## src/rtl/ritc_vcdl_scan_pkg.sv

```systemverilog
// Shared constants for the RITC VCDL phase-scan controller: state codes and default widths.
package ritc_vcdl_scan_pkg;

  localparam int unsigned DefSampleLog2   = 8;
  localparam int unsigned DefSettleCycles = 64;
  localparam int unsigned DefStepW        = 10;
  localparam int unsigned DefPsTimeout    = 1023;

  localparam logic [2:0] StIdle   = 3'd0;
  localparam logic [2:0] StSettle = 3'd1;
  localparam logic [2:0] StSample = 3'd2;
  localparam logic [2:0] StRecord = 3'd3;
  localparam logic [2:0] StStep   = 3'd4;
  localparam logic [2:0] StReturn = 3'd5;

endpackage

```

## src/rtl/ritc_vcdl_scan_hist.sv

```systemverilog
// Per-step high-count histogram: simple dual-port RAM, write port from RECORD, registered read.
module ritc_vcdl_scan_hist
  import ritc_vcdl_scan_pkg::*;
#(
  parameter int unsigned AddrW = DefStepW,
  parameter int unsigned DataW = DefSampleLog2 + 1
) (
  input  logic             clk_i,
  input  logic             rst_i,
  input  logic             we_i,
  input  logic [AddrW-1:0] waddr_i,
  input  logic [DataW-1:0] wdata_i,
  input  logic [AddrW-1:0] raddr_i,
  output logic [DataW-1:0] rdata_o
);

  logic [DataW-1:0] mem_q [2**AddrW];
  logic [DataW-1:0] rdata_q;

  // RAM contents are deliberately not reset so stale entries survive between scans.
  always_ff @(posedge clk_i) begin
    if (we_i) mem_q[waddr_i] <= wdata_i;
  end

  always_ff @(posedge clk_i) begin
    if (rst_i) rdata_q <= '0;
    else       rdata_q <= mem_q[raddr_i];
  end

  assign rdata_o = rdata_q;

endmodule

```

## src/rtl/ritc_vcdl_scan_ctrl.sv

```systemverilog
// RITC VCDL feedback phase scan: step MMCM fine phase, count feedback highs, find first rising edge.
// Optional histogram RAM enabled by defining RITC_VCDL_SCAN_HIST_EN.
module ritc_vcdl_scan_ctrl
  import ritc_vcdl_scan_pkg::*;
#(
  parameter int unsigned SAMPLE_LOG2   = DefSampleLog2,
  parameter int unsigned SETTLE_CYCLES = DefSettleCycles,
  parameter int unsigned STEP_W        = DefStepW,
  parameter int unsigned PS_TIMEOUT    = DefPsTimeout
) (
  input  logic                 user_clk_i,
  input  logic                 rst_i,
  input  logic                 start_i,
  input  logic                 abort_i,
  input  logic [STEP_W-1:0]    num_steps_i,
  input  logic                 vcdl_ps_q_i,
  input  logic                 ps_done_i,
  output logic                 ps_en_o,
  output logic                 ps_incdec_o,
  output logic                 vcdl_enable_o,
  output logic                 busy_o,
  output logic                 done_o,
  output logic                 err_o,
  output logic                 edge_found_o,
  output logic [STEP_W-1:0]    edge_step_o,
  output logic [SAMPLE_LOG2:0] last_count_o,
  input  logic [STEP_W-1:0]    hist_addr_i,
  output logic [SAMPLE_LOG2:0] hist_data_o
);

  localparam int unsigned CntW    = SAMPLE_LOG2 + 1;
  localparam int unsigned SettleW = $clog2(SETTLE_CYCLES + 1);
  localparam int unsigned ToW     = $clog2(PS_TIMEOUT + 1);
  localparam logic [SettleW-1:0] SettleLast = SettleW'(SETTLE_CYCLES - 1);
  localparam logic [ToW-1:0]     ToLast     = ToW'(PS_TIMEOUT - 1);
  localparam logic [CntW-1:0]    HiThresh   = CntW'(2 ** (SAMPLE_LOG2 - 1));

  logic [2:0]             state_q, state_d;
  logic [STEP_W-1:0]      num_steps_q, num_steps_d;
  logic [STEP_W-1:0]      step_q, step_d;
  logic [SettleW-1:0]     settle_cnt_q, settle_cnt_d;
  logic [SAMPLE_LOG2-1:0] samp_cnt_q, samp_cnt_d;
  logic [CntW-1:0]        count_q, count_d;
  logic [CntW-1:0]        last_count_q, last_count_d;
  logic [STEP_W-1:0]      edge_step_q, edge_step_d;
  logic [ToW-1:0]         to_cnt_q, to_cnt_d;
  logic                   prev_hi_q, prev_hi_d;
  logic                   edge_found_q, edge_found_d;
  logic                   err_q, err_d;
  logic                   done_q, done_d;
  logic                   vcdl_en_q, vcdl_en_d;
  logic                   ps_en_q, ps_en_d;
  logic                   ps_incdec_q, ps_incdec_d;
  logic                   ps_wait_q, ps_wait_d;
  logic                   abort_pend_q, abort_pend_d;
  logic [1:0]             sync_q;
  logic                   hist_we, hi, ps_ack, ps_timeout;

  assign hi         = (count_q >= HiThresh);
  // PSDONE coincident with our own PSEN pulse is never taken as the acknowledge.
  assign ps_ack     = ps_wait_q && !ps_en_q && ps_done_i;
  assign ps_timeout = ps_wait_q && !ps_ack && (to_cnt_q == ToLast);

  always_comb begin
    state_d      = state_q;
    num_steps_d  = num_steps_q;
    step_d       = step_q;
    settle_cnt_d = settle_cnt_q;
    samp_cnt_d   = samp_cnt_q;
    count_d      = count_q;
    last_count_d = last_count_q;
    edge_step_d  = edge_step_q;
    to_cnt_d     = to_cnt_q;
    prev_hi_d    = prev_hi_q;
    edge_found_d = edge_found_q;
    err_d        = err_q;
    vcdl_en_d    = vcdl_en_q;
    ps_incdec_d  = ps_incdec_q;
    ps_wait_d    = ps_wait_q;
    abort_pend_d = abort_pend_q;
    ps_en_d      = 1'b0;
    done_d       = 1'b0;
    hist_we      = 1'b0;
    case (state_q)
      StIdle: begin
        if (start_i) begin
          num_steps_d  = num_steps_i;
          err_d        = 1'b0;
          edge_found_d = 1'b0;
          edge_step_d  = '0;
          vcdl_en_d    = 1'b1;
          step_d       = '0;
          prev_hi_d    = 1'b0;
          settle_cnt_d = '0;
          ps_incdec_d  = 1'b1;
          abort_pend_d = 1'b0;
          state_d      = StSettle;
        end
      end
      StSettle: begin
        settle_cnt_d = settle_cnt_q + SettleW'(1);
        if (abort_i) begin
          state_d = StReturn;
        end else if (settle_cnt_q == SettleLast) begin
          samp_cnt_d = '0;
          count_d    = '0;
          state_d    = StSample;
        end
      end
      StSample: begin
        count_d    = count_q + CntW'(sync_q[1]);
        samp_cnt_d = samp_cnt_q + SAMPLE_LOG2'(1);
        if (abort_i)                state_d = StReturn;
        else if (samp_cnt_q == '1)  state_d = StRecord;
      end
      StRecord: begin
        last_count_d = count_q;
        hist_we      = 1'b1;
        prev_hi_d    = hi;
        if (!edge_found_q && !prev_hi_q && hi && (step_q != '0)) begin
          edge_found_d = 1'b1;
          edge_step_d  = step_q;
        end
        if (abort_i || (step_q == num_steps_q)) state_d = StReturn;
        else                                    state_d = StStep;
      end
      StStep: begin
        if (!ps_wait_q) begin
          if (abort_i) begin
            state_d = StReturn;
          end else begin
            ps_en_d     = 1'b1;
            ps_incdec_d = 1'b1;
            ps_wait_d   = 1'b1;
            to_cnt_d    = '0;
          end
        end else if (ps_ack) begin
          // The completed increment is counted here exactly once, even when aborting.
          ps_wait_d    = 1'b0;
          step_d       = step_q + STEP_W'(1);
          settle_cnt_d = '0;
          abort_pend_d = 1'b0;
          state_d      = (abort_pend_q || abort_i) ? StReturn : StSettle;
        end else begin
          to_cnt_d = to_cnt_q + ToW'(1);
          if (abort_i) abort_pend_d = 1'b1;
        end
      end
      StReturn: begin
        if (!ps_wait_q) begin
          if (step_q == '0) begin
            vcdl_en_d   = 1'b0;
            done_d      = 1'b1;
            ps_incdec_d = 1'b1;
            state_d     = StIdle;
          end else begin
            ps_en_d     = 1'b1;
            ps_incdec_d = 1'b0;
            ps_wait_d   = 1'b1;
            to_cnt_d    = '0;
          end
        end else if (ps_ack) begin
          ps_wait_d = 1'b0;
          step_d    = step_q - STEP_W'(1);
        end else begin
          to_cnt_d = to_cnt_q + ToW'(1);
        end
      end
      default: state_d = StIdle;
    endcase
    // Phase position is unknown after a lost PSDONE, so give up without returning.
    if (ps_timeout) begin
      err_d        = 1'b1;
      vcdl_en_d    = 1'b0;
      done_d       = 1'b1;
      ps_wait_d    = 1'b0;
      abort_pend_d = 1'b0;
      ps_incdec_d  = 1'b1;
      step_d       = '0;
      state_d      = StIdle;
    end
  end

  always_ff @(posedge user_clk_i) begin
    if (rst_i) begin
      state_q      <= StIdle;
      num_steps_q  <= '0;
      step_q       <= '0;
      settle_cnt_q <= '0;
      samp_cnt_q   <= '0;
      count_q      <= '0;
      last_count_q <= '0;
      edge_step_q  <= '0;
      to_cnt_q     <= '0;
      prev_hi_q    <= 1'b0;
      edge_found_q <= 1'b0;
      err_q        <= 1'b0;
      done_q       <= 1'b0;
      vcdl_en_q    <= 1'b0;
      ps_en_q      <= 1'b0;
      ps_incdec_q  <= 1'b1;
      ps_wait_q    <= 1'b0;
      abort_pend_q <= 1'b0;
      sync_q       <= '0;
    end else begin
      state_q      <= state_d;
      num_steps_q  <= num_steps_d;
      step_q       <= step_d;
      settle_cnt_q <= settle_cnt_d;
      samp_cnt_q   <= samp_cnt_d;
      count_q      <= count_d;
      last_count_q <= last_count_d;
      edge_step_q  <= edge_step_d;
      to_cnt_q     <= to_cnt_d;
      prev_hi_q    <= prev_hi_d;
      edge_found_q <= edge_found_d;
      err_q        <= err_d;
      done_q       <= done_d;
      vcdl_en_q    <= vcdl_en_d;
      ps_en_q      <= ps_en_d;
      ps_incdec_q  <= ps_incdec_d;
      ps_wait_q    <= ps_wait_d;
      abort_pend_q <= abort_pend_d;
      sync_q       <= {sync_q[0], vcdl_ps_q_i};
    end
  end

  assign ps_en_o       = ps_en_q;
  assign ps_incdec_o   = ps_incdec_q;
  assign vcdl_enable_o = vcdl_en_q;
  assign busy_o        = (state_q != StIdle);
  assign done_o        = done_q;
  assign err_o         = err_q;
  assign edge_found_o  = edge_found_q;
  assign edge_step_o   = edge_step_q;
  assign last_count_o  = last_count_q;

`ifdef RITC_VCDL_SCAN_HIST_EN
  ritc_vcdl_scan_hist #(
    .AddrW(STEP_W),
    .DataW(CntW)
  ) u_hist (
    .clk_i   (user_clk_i),
    .rst_i   (rst_i),
    .we_i    (hist_we),
    .waddr_i (step_q),
    .wdata_i (count_q),
    .raddr_i (hist_addr_i),
    .rdata_o (hist_data_o)
  );
`else
  logic unused_hist;
  assign unused_hist = ^{hist_we, hist_addr_i};
  assign hist_data_o = '0;
`endif

endmodule

```

## config.mk

```make
export PLATFORM = sky130hd
export DESIGN_NAME = ritc_vcdl_scan_ctrl
export DESIGN_NICKNAME = d
export VERILOG_FILES = /design/src/rtl/ritc_vcdl_scan_pkg.sv /design/src/rtl/ritc_vcdl_scan_hist.sv /design/src/rtl/ritc_vcdl_scan_ctrl.sv
export SDC_FILE = /design/constraint.sdc
export NUM_CORES = 1
export LEC_CHECK = 0
export BUFFER_PORTS_ARGS = -buffer_cell sky130_fd_sc_hd__buf_4
export CAP_MARGIN = 10
export CORE_ASPECT_RATIO = 0.6
export CORE_MARGIN = 4
export CORE_UTILIZATION = 52
export DETAILED_ROUTE_END_ITERATION = 12
export PLACE_DENSITY_LB_ADDON = 0.2
export RECOVER_POWER = 50
export SYNTH_ARGS = -nofsm -noshare
export SYNTH_HDL_FRONTEND = slang
export SYNTH_SLANG_ARGS = --single-unit
```

## constraint.sdc

```tcl
create_clock -name user_clk_i -period 2.42 [get_ports user_clk_i]
set_input_delay 0.242 -clock user_clk_i [delete_from_list [all_inputs] [get_ports user_clk_i]]
set_output_delay 0.242 -clock user_clk_i [all_outputs]
set_load 0.03 [all_outputs]
```

==> reports/qor.yml <==
firstDrtPassIters: 5
synth_area_sq_um: 4390
critPathKind: "flip-flop to flip-flop"
synth_cell_type_count: 51
grt_pass1_vias: 3696
ioPinCount: 61
rsz0062_at_grt: "false"
grt_pass1_wl_mm: 17.9
status: "completed"
clockRootBuffer: "clkbuf_16"
timing.fmax_mhz: 445
coreArea_sq_um: 8040
cp_cell_sequence: "or4_4 > or4_4 > o21ai_4 > a211oi_1 > mux2_1"
r2r_slack_ps: 170
setup_viol: 0
ys_seq_elements: 87
vias: 4033
post-dp-hpwl_mm: 7.72
synth_warnings: 0
max_stage_delay_ps: 580
postCtsHoldBufs: 0
routed_wirelength_mm: 10.8
drtIter0Drc: 448
power_mw: 4.14
endpoint_kind: "flip-flop"
skew_ps: 7.04
cts_tree: "built"
cts_buffers: 9
synthArstFlopShare_pct: 0
hold_end: "num_steps_q[3]"
cts_resized: 0
areaGrowthSynthToFinish_pct: 13.6
clk-insertion-delay-late_ps: 340
netlist.area_leader.share_pct: 39.7
dpl.cell_count: 678
crit_family: "simple AND/OR/NAND/NOR gates"
stdcell_count: 694
reg2reg_to: "to_cnt_q[8]"
postSynthAreaPerCell_sq_um: 8.07
final-hold-violation-count: 0
overflow: 0
max_slew_margin_pct: 14.5
r2r-start: "step_q[1]"
die_h_um: 79.2
portBuffers: 41
nets: 615
antenna_found_initial: 0
final_util_pct: 62.1
wl_per_cell_um: 15.5
detail-route-antenna-nets: 0
synth_area_leaders: "dfxtp_1 40%, nand2_1 6.3%, a21oi_1 5.9%"
start_kind: "flip-flop"
start_util_pct: 54.6
slowest_stage: "or4_4"
powerDensity_nw_per_um2: 830
period_minus_slack_ps: 2250
ys_seq_area_share_pct: 39.7
yosysTopAreaCell: "dfxtp_1"
post-place-ws_ps: 195
drive_above_1_share_pct: 11.1
diodes: 0
hold_depth: 3
tightest_slew_ps: 1280
rows: 25
cts_max_level: 3
cp_common_cell: "or4_4"
clk_pin_slew_worst_paths_ps: 60
synth_flop_cell: "dfxtp_1"
required_ps: 2650
synth_edf_count: 0
drv_slew: 0
tns_ps: 0
clkSinkCount: 87
ir_drop_mv: 0.684
die_x_um: 127
groute.usage.overall_pct: 22.1
leakage_nw: 1.86
gp_congestion: 0.870
finalCritPeriodShare_pct: 92.9
reg2reg_depth: 5
maxCapViolCount: 0
clock_path_buffers: 2
worst-path-buf-inv: 0
cts_setup_buffers: 0
hold_path.class: "input pin to flip-flop"
grt_max_degree: 65
crit_arrival_ps: 2480
die_area_sq_um: 10000
setup_ws_ps: 171
drc_errors: 0
vias_per_cell: 5.81
netlist_instances: 544
worstHoldStart: "num_steps_i[3]"
cp.depth: 5
critPathMaxFanout: 9
logic make-up after synthesis:
group                    after synthesis  share of synthesized area, %
XOR/XNOR                              30                          5.98
AO/OA/AOI/OAI                        100                          14.0
multiplexers                          10                          2.51
adder cells (fa/ha/maj)                7                          1.99
AND/OR/NAND/NOR                      255                          29.7
buffers and inverters                 54                          6.13
other                                  1                        0.0854
flip-flops                            87                          39.7
worst max-delay path by stage:
stage                           from          end  slack [ps]
final                      step_q[1]  to_cnt_q[8]         170
after floorplan            step_q[1]  to_cnt_q[7]          70
after detailed placement   step_q[1]  to_cnt_q[8]         190
after global routing      state_q[2]    step_q[8]          50
after CTS                  step_q[1]  to_cnt_q[8]         180
after global placement     step_q[1]  to_cnt_q[9]         200
layout by cell type (no fill, tap or decap), types with 8 or more instances in the layout:
master / n
a21oi_1: 52
a31oi_1: 10
buf_4: 34
clkbuf_1: 28
clkbuf_16: 9
conb_1: 9
dfxtp_1: 87
mux2_1: 8
nand2_1: 74
nand3_1: 26
nand4_1: 13
nor2_1: 46
nor3_1: 18
nor3b_1: 12
nor4_1: 13
o21ai_0: 10
or3_1: 11
xnor2_1: 10
xor2_1: 20
metrics by stage:
step,cell area [sq um],hold WS [ps]
after CTS,5090,133
after detailed placement,4820,449
after global placement,4820,428
after global routing,4990,133
final,4990,143
after floorplan,4420,370
worst reg2reg max path, stage by stage, from the launching register on:
cell and delay [ps]:
dfxtp_1 310, or4_4 580, or4_4 500, o21ai_4 290, a211oi_1 150, mux2_1 320
power by group:
part           internal [mW]  total (mW)  switching (mW)
Clock                  0.696        1.27           0.570
Combinational          0.426        1.21           0.788
Sequential              1.53        1.66           0.131
routing by layer:
layer | GRT usage (%) | vias to the layer above | routed length, um
met1 | 32.5 | 1886 | 5310
met4 | 6.96 | 0 | 145
met3 | 5.58 | 16 | 879
met2 | 31.6 | 147 | 4440
li1 | - | 1984 | -
met5 | 0 | - | 0
flip-flops by register name, summed over array words and instances, names as in the netlist:
name	flops
abort_pend_q	1
step_q	10
sync_q	2
state_q	3
err_o	1
done_o	1
samp_cnt_q	8
count_q	9
ps_en_o	1
prev_hi_q	1
settle_cnt_q	7
ps_wait_q	1
vcdl_enable_o	1
to_cnt_q	10
edge_found_o	1
ps_incdec_o	1
num_steps_q	10
edge_step_o	10
last_count_o	9
synthesized netlist by cell type, drive strengths merged, types with 5 or more instances:
cell / n
dfxtp: 87
nand2: 74
a21oi: 53
nor2: 46
clkbuf: 27
nand3: 26
buf: 20
xor2: 20
nor3: 18
nand4: 13
nor4: 13
nor3b: 12
o21ai: 11
or3: 11
a31oi: 10
xnor2: 10
mux2: 8
and3: 7
ha: 7
inv: 7
a211oi: 6
and4: 6
nor2b: 6
and2: 5
cell type report:
cell class / count / area [sq um]
clock buffers: 9 / 225
well taps: 108 / 135
fillers: 727 / 3050
clock inverters: 6 / 47.5
inverters: 7 / 26.3
flip-flops and latches: 87 / 1740
repair buffers: 66 / 398
multi-input cells: 411 / 2420
Power figures use the tool's default switching activity.
